<file path="config.mk">
export PLATFORM = sky130hd
export DESIGN_NAME = waterfall_fb_ctrl_flat
export DESIGN_NICKNAME = d
export VERILOG_FILES = /design/src/rtl/waterfall_fb_ctrl_pkg.sv /design/src/rtl/waterfall_fb_ctrl_if.sv /design/src/rtl/waterfall_fb_ctrl_wrap_row_addr.sv /design/src/rtl/waterfall_fb_ctrl.sv /design/src/flat_wrapper.sv
export SDC_FILE = /design/constraint.sdc
export NUM_CORES = 1
export LEC_CHECK = 0
export ABC_AREA = 1
export CAP_MARGIN = 30
export CORE_ASPECT_RATIO = 0.5
export CORE_MARGIN = 5
export CORE_UTILIZATION = 50
export DETAILED_ROUTE_END_ITERATION = 8
export GPL_TIMING_DRIVEN = 0
export PLACE_DENSITY = 0.74
export SLEW_MARGIN = 10
export SYNTH_ARGS = -nofsm -noshare
export SYNTH_HDL_FRONTEND = slang
export SYNTH_SLANG_ARGS = --single-unit
</file>
<file path="constraint.sdc">
create_clock -name clk_i -period 5.3 [get_ports clk_i]
set_input_delay 1.06 -clock clk_i [delete_from_list [all_inputs] [get_ports clk_i]]
set_output_delay 1.06 -clock clk_i [all_outputs]
set_load 0.05 [all_outputs]
</file>
<file path="src/rtl/waterfall_fb_ctrl_pkg.sv">
// Shared types and helpers for the waterfall frame-buffer controller.
// Holds the controller state encoding, default geometry and the row-index wrap helper.
package waterfall_pkg;

  typedef enum logic [1:0] {
    StClear     = 2'd0,
    StVideo     = 2'd1,
    StWriteLine = 2'd2,
    StWaitBlank = 2'd3
  } state_e;

  localparam int unsigned DefHVisible = 320;
  localparam int unsigned DefVVisible = 240;

  // (a +/- b) mod v for operands already in [0, v): one conditional correction, no divider.
  function automatic int unsigned wrap_row(input int unsigned a, input int unsigned b,
                                           input int unsigned v, input logic sub);
    int unsigned r;
    if (sub) begin
      r = (a >= b) ? (a - b) : (a + v - b);
    end else begin
      r = a + b;
      if (r >= v) r = r - v;
    end
    return r;
  endfunction

endpackage

</file>
<file path="src/rtl/waterfall_fb_ctrl_if.sv">
// Video-timing, bin-BRAM and frame-buffer signals of the waterfall controller.
// The controller side uses the slave modport; the video/memory side uses master.
interface waterfall_fb_ctrl_if #(
  parameter int unsigned X_W       = 9,
  parameter int unsigned Y_W       = 8,
  parameter int unsigned PIX_W     = 8,
  parameter int unsigned FB_ADDR_W = 17,
  parameter int unsigned DIV_W     = 4
);
  logic [X_W-1:0]       x;
  logic [Y_W-1:0]       y;
  logic                 lower_blank;
  logic [DIV_W-1:0]     scroll_div;
  logic                 scroll_down;
  logic                 freeze;
  logic [1:0]           gain;
  logic                 clear_req;
  logic [PIX_W-1:0]     bin_rdata;
  logic [X_W-1:0]       bin_raddr;
  logic                 bin_ren;
  logic [FB_ADDR_W-1:0] fb_addr;
  logic [PIX_W-1:0]     fb_wdata;
  logic                 fb_we;
  logic [Y_W-1:0]       y_offset;
  logic                 busy;

  modport master (
    output x, y, lower_blank, scroll_div, scroll_down, freeze, gain, clear_req, bin_rdata,
    input  bin_raddr, bin_ren, fb_addr, fb_wdata, fb_we, y_offset, busy
  );

  modport slave (
    input  x, y, lower_blank, scroll_div, scroll_down, freeze, gain, clear_req, bin_rdata,
    output bin_raddr, bin_ren, fb_addr, fb_wdata, fb_we, y_offset, busy
  );
endinterface

</file>
<file path="src/rtl/waterfall_fb_ctrl_wrap_row_addr.sv">
// Registered frame-buffer address: row = (a +/- b) mod V, addr = row * H + col.
// Used once for the pixel read path and once for the line write path.
module wrap_row_addr
  import waterfall_pkg::*;
#(
  parameter int unsigned H_VISIBLE = DefHVisible,
  parameter int unsigned V_VISIBLE = DefVVisible,
  parameter int unsigned X_W       = 9,
  parameter int unsigned Y_W       = 8,
  parameter int unsigned FB_ADDR_W = 17
) (
  input  logic                 clk_i,
  input  logic                 rst_ni,
  input  logic [Y_W-1:0]       a_i,
  input  logic [Y_W-1:0]       b_i,
  input  logic                 sub_i,
  input  logic [X_W-1:0]       col_i,
  output logic [FB_ADDR_W-1:0] addr_o
);
  logic [Y_W-1:0]       row;
  logic [FB_ADDR_W-1:0] addr_d, addr_q;

  assign row    = Y_W'(wrap_row(32'(a_i), 32'(b_i), V_VISIBLE, sub_i));
  assign addr_d = FB_ADDR_W'(32'(row) * H_VISIBLE + 32'(col_i));

  always_ff @(posedge clk_i or negedge rst_ni) begin
    if (!rst_ni) addr_q <= '0;
    else         addr_q <= addr_d;
  end

  assign addr_o = addr_q;
endmodule

</file>
<file path="src/rtl/waterfall_fb_ctrl.sv">
// Scrolling waterfall frame-buffer controller: pixel readout addressing, per-blank line copy
// from the bin BRAM with gain/saturation, scroll rate/direction, freeze and full clear.
module waterfall_fb_ctrl
  import waterfall_pkg::*;
#(
  parameter int unsigned H_VISIBLE   = DefHVisible,
  parameter int unsigned V_VISIBLE   = DefVVisible,
  parameter int unsigned PIX_W       = 8,
  parameter int unsigned X_W         = 9,
  parameter int unsigned Y_W         = 8,
  parameter int unsigned FB_ADDR_W   = 17,
  parameter int unsigned DIV_W       = 4,
  parameter int unsigned CLEAR_VALUE = 0
) (
  input logic                clk_i,
  input logic                rst_ni,
  waterfall_fb_ctrl_if.slave bus_io
);
  localparam logic [FB_ADDR_W-1:0] ClrLast = FB_ADDR_W'(H_VISIBLE * V_VISIBLE - 1);
  localparam logic [X_W-1:0]       BinLast = X_W'(H_VISIBLE - 1);

  state_e               state_q, state_d;
  logic [DIV_W-1:0]     fc_q, fc_d;
  logic [Y_W-1:0]       yoff_q, yoff_d;
  logic [X_W-1:0]       bin_q, bin_d;
  logic [FB_ADDR_W-1:0] clr_cnt_q, clr_cnt_d, clr_addr_q;
  logic                 pend_q, pend_d, dir_q, dir_d;
  logic                 lb_q, clr_wr_q, line_wr_q;
  logic                 blank_rise;
  logic [Y_W-1:0]       yoff_m1, yoff_p1;
  logic [Y_W-1:0]       rd_a, rd_b, wr_row;
  logic [FB_ADDR_W-1:0] rd_addr, wr_addr;
  logic [PIX_W+2:0]     shifted;
  logic [PIX_W-1:0]     sat_data;

  assign blank_rise = bus_io.lower_blank & ~lb_q;
  assign yoff_m1    = Y_W'(wrap_row(32'(yoff_q), 32'd1, V_VISIBLE, 1'b1));
  assign yoff_p1    = Y_W'(wrap_row(32'(yoff_q), 32'd1, V_VISIBLE, 1'b0));

  // Scroll-down reads r = (y_offset-1) - y; scroll-up reads r = y + y_offset.
  assign rd_a   = dir_q ? yoff_m1 : bus_io.y;
  assign rd_b   = dir_q ? bus_io.y : yoff_q;
  assign wr_row = dir_q ? yoff_m1 : yoff_q;

  wrap_row_addr #(
    .H_VISIBLE(H_VISIBLE), .V_VISIBLE(V_VISIBLE), .X_W(X_W), .Y_W(Y_W), .FB_ADDR_W(FB_ADDR_W)
  ) u_rd_addr (
    .clk_i (clk_i),
    .rst_ni(rst_ni),
    .a_i   (rd_a),
    .b_i   (rd_b),
    .sub_i (dir_q),
    .col_i (bus_io.x),
    .addr_o(rd_addr)
  );

  wrap_row_addr #(
    .H_VISIBLE(H_VISIBLE), .V_VISIBLE(V_VISIBLE), .X_W(X_W), .Y_W(Y_W), .FB_ADDR_W(FB_ADDR_W)
  ) u_wr_addr (
    .clk_i (clk_i),
    .rst_ni(rst_ni),
    .a_i   (wr_row),
    .b_i   ('0),
    .sub_i (1'b0),
    .col_i (bin_q),
    .addr_o(wr_addr)
  );

  always_comb begin
    state_d   = state_q;
    fc_d      = fc_q;
    yoff_d    = yoff_q;
    bin_d     = bin_q;
    clr_cnt_d = clr_cnt_q;
    dir_d     = dir_q;
    pend_d    = pend_q | bus_io.clear_req;
    unique case (state_q)
      StClear: begin
        pend_d    = 1'b0;
        clr_cnt_d = clr_cnt_q + FB_ADDR_W'(1);
        if (clr_cnt_q == ClrLast) begin
          clr_cnt_d = '0;
          yoff_d    = '0;
          state_d   = StVideo;
        end
      end
      StVideo: begin
        if (blank_rise) begin
          dir_d = bus_io.scroll_down;
          if (pend_q) begin
            state_d = StClear;
          end else if (bus_io.freeze) begin
            state_d = StWaitBlank;
          end else if (fc_q == bus_io.scroll_div) begin
            fc_d    = '0;
            state_d = StWriteLine;
          end else begin
            fc_d    = fc_q + DIV_W'(1);
            state_d = StWaitBlank;
          end
        end
      end
      StWriteLine: begin
        bin_d = bin_q + X_W'(1);
        if (bin_q == BinLast) begin
          bin_d   = '0;
          yoff_d  = dir_q ? yoff_m1 : yoff_p1;
          state_d = StWaitBlank;
        end
      end
      StWaitBlank: begin
        if (!bus_io.lower_blank) state_d = StVideo;
      end
      default: state_d = StClear;
    endcase
  end

  always_ff @(posedge clk_i or negedge rst_ni) begin
    if (!rst_ni) begin
      state_q    <= StClear;
      fc_q       <= '0;
      yoff_q     <= '0;
      bin_q      <= '0;
      clr_cnt_q  <= '0;
      clr_addr_q <= '0;
      pend_q     <= 1'b0;
      dir_q      <= 1'b0;
      lb_q       <= 1'b0;
      clr_wr_q   <= 1'b0;
      line_wr_q  <= 1'b0;
    end else begin
      state_q    <= state_d;
      fc_q       <= fc_d;
      yoff_q     <= yoff_d;
      bin_q      <= bin_d;
      clr_cnt_q  <= clr_cnt_d;
      clr_addr_q <= clr_cnt_q;
      pend_q     <= pend_d;
      dir_q      <= dir_d;
      lb_q       <= bus_io.lower_blank;
      clr_wr_q   <= (state_q == StClear);
      line_wr_q  <= (state_q == StWriteLine);
    end
  end

  // Bin data arrives one cycle after the read, aligned with the registered write strobe.
  assign shifted  = {3'b000, bus_io.bin_rdata} << bus_io.gain;
  assign sat_data = (|shifted[PIX_W+2:PIX_W]) ? '1 : shifted[PIX_W-1:0];

  assign bus_io.bin_ren   = (state_q == StWriteLine);
  assign bus_io.bin_raddr = bin_q;
  assign bus_io.fb_we     = clr_wr_q | line_wr_q;
  assign bus_io.fb_addr   = line_wr_q ? wr_addr : (clr_wr_q ? clr_addr_q : rd_addr);
  assign bus_io.fb_wdata  = line_wr_q ? sat_data :
                            (clr_wr_q ? PIX_W'(CLEAR_VALUE) : '0);
  assign bus_io.y_offset  = yoff_q;
  assign bus_io.busy      = (state_q == StClear) || (state_q == StWriteLine);
endmodule

</file>
<file path="src/flat_wrapper.sv">
// flat-port wrapper written by rule: the top's interface ports become plain ports
module waterfall_fb_ctrl_flat import waterfall_pkg::*;
#(
  parameter int unsigned H_VISIBLE   = DefHVisible,
  parameter int unsigned V_VISIBLE   = DefVVisible,
  parameter int unsigned PIX_W       = 8,
  parameter int unsigned X_W         = 9,
  parameter int unsigned Y_W         = 8,
  parameter int unsigned FB_ADDR_W   = 17,
  parameter int unsigned DIV_W       = 4,
  parameter int unsigned CLEAR_VALUE = 0
)
  (clk_i, rst_ni, bus_io_x, bus_io_y, bus_io_lower_blank, bus_io_scroll_div, bus_io_scroll_down, bus_io_freeze, bus_io_gain, bus_io_clear_req, bus_io_bin_rdata, bus_io_bin_raddr, bus_io_bin_ren, bus_io_fb_addr, bus_io_fb_wdata, bus_io_fb_we, bus_io_y_offset, bus_io_busy);
  waterfall_fb_ctrl_if #(.X_W(X_W), .Y_W(Y_W), .PIX_W(PIX_W), .FB_ADDR_W(FB_ADDR_W), .DIV_W(DIV_W)) bus_io_i ();
  input logic clk_i;
  input logic rst_ni;
  input wire logic [$bits(bus_io_i.x)-1:0] bus_io_x;
  input wire logic [$bits(bus_io_i.y)-1:0] bus_io_y;
  input wire logic [$bits(bus_io_i.lower_blank)-1:0] bus_io_lower_blank;
  input wire logic [$bits(bus_io_i.scroll_div)-1:0] bus_io_scroll_div;
  input wire logic [$bits(bus_io_i.scroll_down)-1:0] bus_io_scroll_down;
  input wire logic [$bits(bus_io_i.freeze)-1:0] bus_io_freeze;
  input wire logic [$bits(bus_io_i.gain)-1:0] bus_io_gain;
  input wire logic [$bits(bus_io_i.clear_req)-1:0] bus_io_clear_req;
  input wire logic [$bits(bus_io_i.bin_rdata)-1:0] bus_io_bin_rdata;
  output wire logic [$bits(bus_io_i.bin_raddr)-1:0] bus_io_bin_raddr;
  output wire logic [$bits(bus_io_i.bin_ren)-1:0] bus_io_bin_ren;
  output wire logic [$bits(bus_io_i.fb_addr)-1:0] bus_io_fb_addr;
  output wire logic [$bits(bus_io_i.fb_wdata)-1:0] bus_io_fb_wdata;
  output wire logic [$bits(bus_io_i.fb_we)-1:0] bus_io_fb_we;
  output wire logic [$bits(bus_io_i.y_offset)-1:0] bus_io_y_offset;
  output wire logic [$bits(bus_io_i.busy)-1:0] bus_io_busy;
  assign bus_io_i.x = bus_io_x;
  assign bus_io_i.y = bus_io_y;
  assign bus_io_i.lower_blank = bus_io_lower_blank;
  assign bus_io_i.scroll_div = bus_io_scroll_div;
  assign bus_io_i.scroll_down = bus_io_scroll_down;
  assign bus_io_i.freeze = bus_io_freeze;
  assign bus_io_i.gain = bus_io_gain;
  assign bus_io_i.clear_req = bus_io_clear_req;
  assign bus_io_i.bin_rdata = bus_io_bin_rdata;
  assign bus_io_bin_raddr = bus_io_i.bin_raddr;
  assign bus_io_bin_ren = bus_io_i.bin_ren;
  assign bus_io_fb_addr = bus_io_i.fb_addr;
  assign bus_io_fb_wdata = bus_io_i.fb_wdata;
  assign bus_io_fb_we = bus_io_i.fb_we;
  assign bus_io_y_offset = bus_io_i.y_offset;
  assign bus_io_busy = bus_io_i.busy;
  waterfall_fb_ctrl #(.H_VISIBLE(H_VISIBLE), .V_VISIBLE(V_VISIBLE), .PIX_W(PIX_W), .X_W(X_W), .Y_W(Y_W), .FB_ADDR_W(FB_ADDR_W), .DIV_W(DIV_W), .CLEAR_VALUE(CLEAR_VALUE)) u_core (.clk_i(clk_i), .rst_ni(rst_ni), .bus_io(bus_io_i));
endmodule
</file>
==> results.yml <==
place:
  gp_congestion: 0.892
  portBuffers: 79
  dpl_cell_area_um2: 8600
  place_ws_ps: -743
  placed_cells: 1231
  hpwlAfterDp_um: 13900
clock_network:
  path_clk_slew_ps: 70
  cts_inserted_buffers: 9
  cts_tree: "built"
  cts.hold.buffers_added: 0
  ctsHtreeMaxLevel: 3
  cts-root-buf: "clkbuf_16"
  clk_latency_ps: 340
  clock-sinks: 96
  clock_path_buffers: 2
die:
  start_util_pct: 51.6
  die_area_um2: 17800
  die_w_um: 184
  core_um2: 14600
  dieHeight_um: 96.9
  rows: 31
  ios: 82
cells_and_area:
  antenna_cells: 0
  ff_latch_area_um2: 2410
  num-nets-final: 1180
  fin_cells: 1265
  multi_input_area_um2: 4720
  design_area_um2: 9380
  n_fill_cell: 1271
  drive_above_1_share_pct: 17.3
  area_growth_pct: 24.2
critical_path:
  crit_type: "flip-flop to flip-flop"
  cpMaxStageDelayCell: "fa_2"
  cp.buffers_inverters: 3
  crit_top_cell: "nand2_1"
  start_kind: "flip-flop"
  path_delay_family: "simple AND/OR/NAND/NOR gates"
  rr_worst_depth: 34
  cp_data_arrival_time_ps: 5370
  cp_max_fo: 10
  cp.required_ps: 5570
  rrSetupSlack_ps: 210
  slowest_delay_ps: 430
  end_kind: "flip-flop"
  cp_num_cells: 34
logic_synthesis:
  yosysTopAreaCell: "dfrtp_1"
  ys_seq_elements: 96
  yosysMostFrequentCell: "nand2_1"
  synth_edf_count: 0
  synthFlopType: "dfrtp_1"
  synth_common_cells: "nand2_1, inv_1, dfrtp_1, nor2_1, a21oi_1"
  synth_top_cell_area_share_pct: 31.8
  yosys-top-cells-area: "dfrtp_1, ha_1, nand2_1, inv_1, a21oi_1"
  yosys_warnings: 0
  ys_async_sr_fraction_pct: 100
  synth_fp_nets: 1071
  syn_area_per_cell_um2: 7.92
  netlist_area_um2: 7550
  ys_types: 62
  syn_inst: 953
  ys_seq_area_share_pct: 31.8
hold_path:
  worstHoldPathCells: 0
  hold_path_class: "flip-flop to flip-flop"
timing:
  fin_crit_sh_pct: 96.1
  clock-skew-final_ps: 12.2
  final-max-slew-violation-count: 0
  tightest_slew_ps: 789
  hold_violations: 0
  max_freq_mhz: 196
  final.setup.worst_slack_ps: 207
  period_minus_slack_ps: 5090
  hold_slack_ps: 406
  slew_headroom_pct: 47.0
  setup_violations: 0
detailed_routing:
  ant_nets: 0
  drt-total-wl_um: 18400
  vias: 6600
  vias_per_cell: 5.22
  drt_iter0_drc: 371
  first_pass_iters: 5
  drc: 0
  drt-wirelength-per-cell_um: 14.6
run_status:
  outcome: "finished clean"
grt:
  antenna_found_initial: 0
  grt_pass1_vias: 6428
  grt_pass1_wl_um: 30600
  overflow: 0
  grt.total_usage_pct: 20.6
  grt_max_degree: 58
flow_run:
  maxCapViolations: 0
cells in the final DEF, fill, tap and decap left out, drive strengths merged, types with 4 or more instances in the layout:
master | Yosys | layout
xnor2 | 7 | 7
a31oi | 8 | 8
ha | 71 | 71
inv | 139 | 141
or2 | 6 | 6
nor2 | 94 | 94
o21ai | 57 | 57
nand2 | 178 | 178
o22ai | 6 | 6
nand3 | 62 | 62
mux2i | 6 | 6
clkinv | 5 | 7
nor3 | 17 | 17
xor2 | 46 | 46
dfrtp | 96 | 96
clkdlybuf4s50 | 0 | 75
nand4 | 11 | 11
a21oi | 79 | 79
fa | 10 | 10
clkbuf | 11 | 18
nor4 | 4 | 4
buf | 17 | 39
layout make-up:
class	instances	share of cell area, %
clock buffers	9	2.40
flip-flops and latches	96	25.7
multi-input cells	685	50.4
inverters	144	5.92
clock inverters	7	0.694
repair buffers	98	10.1
well taps	198	2.64
plain buffers	28	2.15
layer usage:
metal	global-route usage, %	vias up	share of wire (%)
met5	0	-	0
met4	4.66	0	1.4
li1	-	3311	-
met3	3.60	21	5.1
met1	27.6	3112	46
met2	34.7	156	48
worst register-to-register path: cells and delay by family, from the launching register on:
kind | cells | cell delay, ps
AND/OR/NAND/NOR | 19 | 1870
adder cells (fa/ha/maj) | 5 | 1460
AO/OA/AOI/OAI | 6 | 550
buffers and inverters | 3 | 520
flip-flops | 1 | 410
XOR/XNOR | 1 | 210
per-stage QoR:
stage               TNS, ps  util [%]
floorplan                 0         -
global placement     -28050      58.7
detailed placement    -3210      58.8
CTS                       0      61.6
global route          -21.0      64.1
finish                    0      64.1
final timing paths:
path	start	to
max	u_core.dir_q$_DFFE_PN0P_	u_core.u_rd_addr.addr_o[16]$_DFF_PN0_
min	u_core.clr_cnt_q[7]$_DFFE_PN0P_	u_core.clr_addr_q[7]$_DFF_PN0_
max reg2reg	u_core.dir_q$_DFFE_PN0P_	u_core.u_rd_addr.addr_o[16]$_DFF_PN0_
min reg2reg	u_core.clr_cnt_q[7]$_DFFE_PN0P_	u_core.clr_addr_q[7]$_DFF_PN0_
max in group asynchronous	rst_ni	u_core.clr_cnt_q[0]$_DFFE_PN0P_
min in group asynchronous	rst_ni	u_core.bus_io.y_offset[4]$_DFFE_PN0P_
flip-flops by register name (all words and copies together) (netlist names):
signal,count
u_core.clr_addr_q,17
u_core.clr_cnt_q,17
u_core.u_rd_addr.addr_o,17
u_core.u_wr_addr.addr_o,17
u_core.bus_io.bin_raddr,9
u_core.bus_io.y_offset,8
u_core.fc_q,4
u_core.state_q,2
u_core.clr_wr_q,1
u_core.dir_q,1
u_core.lb_q,1
u_core.line_wr_q,1
u_core.pend_q,1
logic make-up after synthesis:
kind of cell    Yosys count  synth area share [%]
compound gates          168                  13.0
xor+xnor                 53                  6.60
fa+ha+maj                81                  14.4
buf+inv                 172                  9.53
flops                    96                  31.8
mux                       6                 0.796
simple gates            377                  23.9
what timing repair did:
action | in CTS | in global routing
setup buffers | 1 | 17
pin swaps | 1 | 29
endpoints found under the setup margin | 6 | 5
gates cloned | 0 | 0
gates resized for setup | 29 | 68
Power is left out: the tool's default activity adds up to more than one toggle a clock period on the data nets, which glitch-free logic cannot reach.
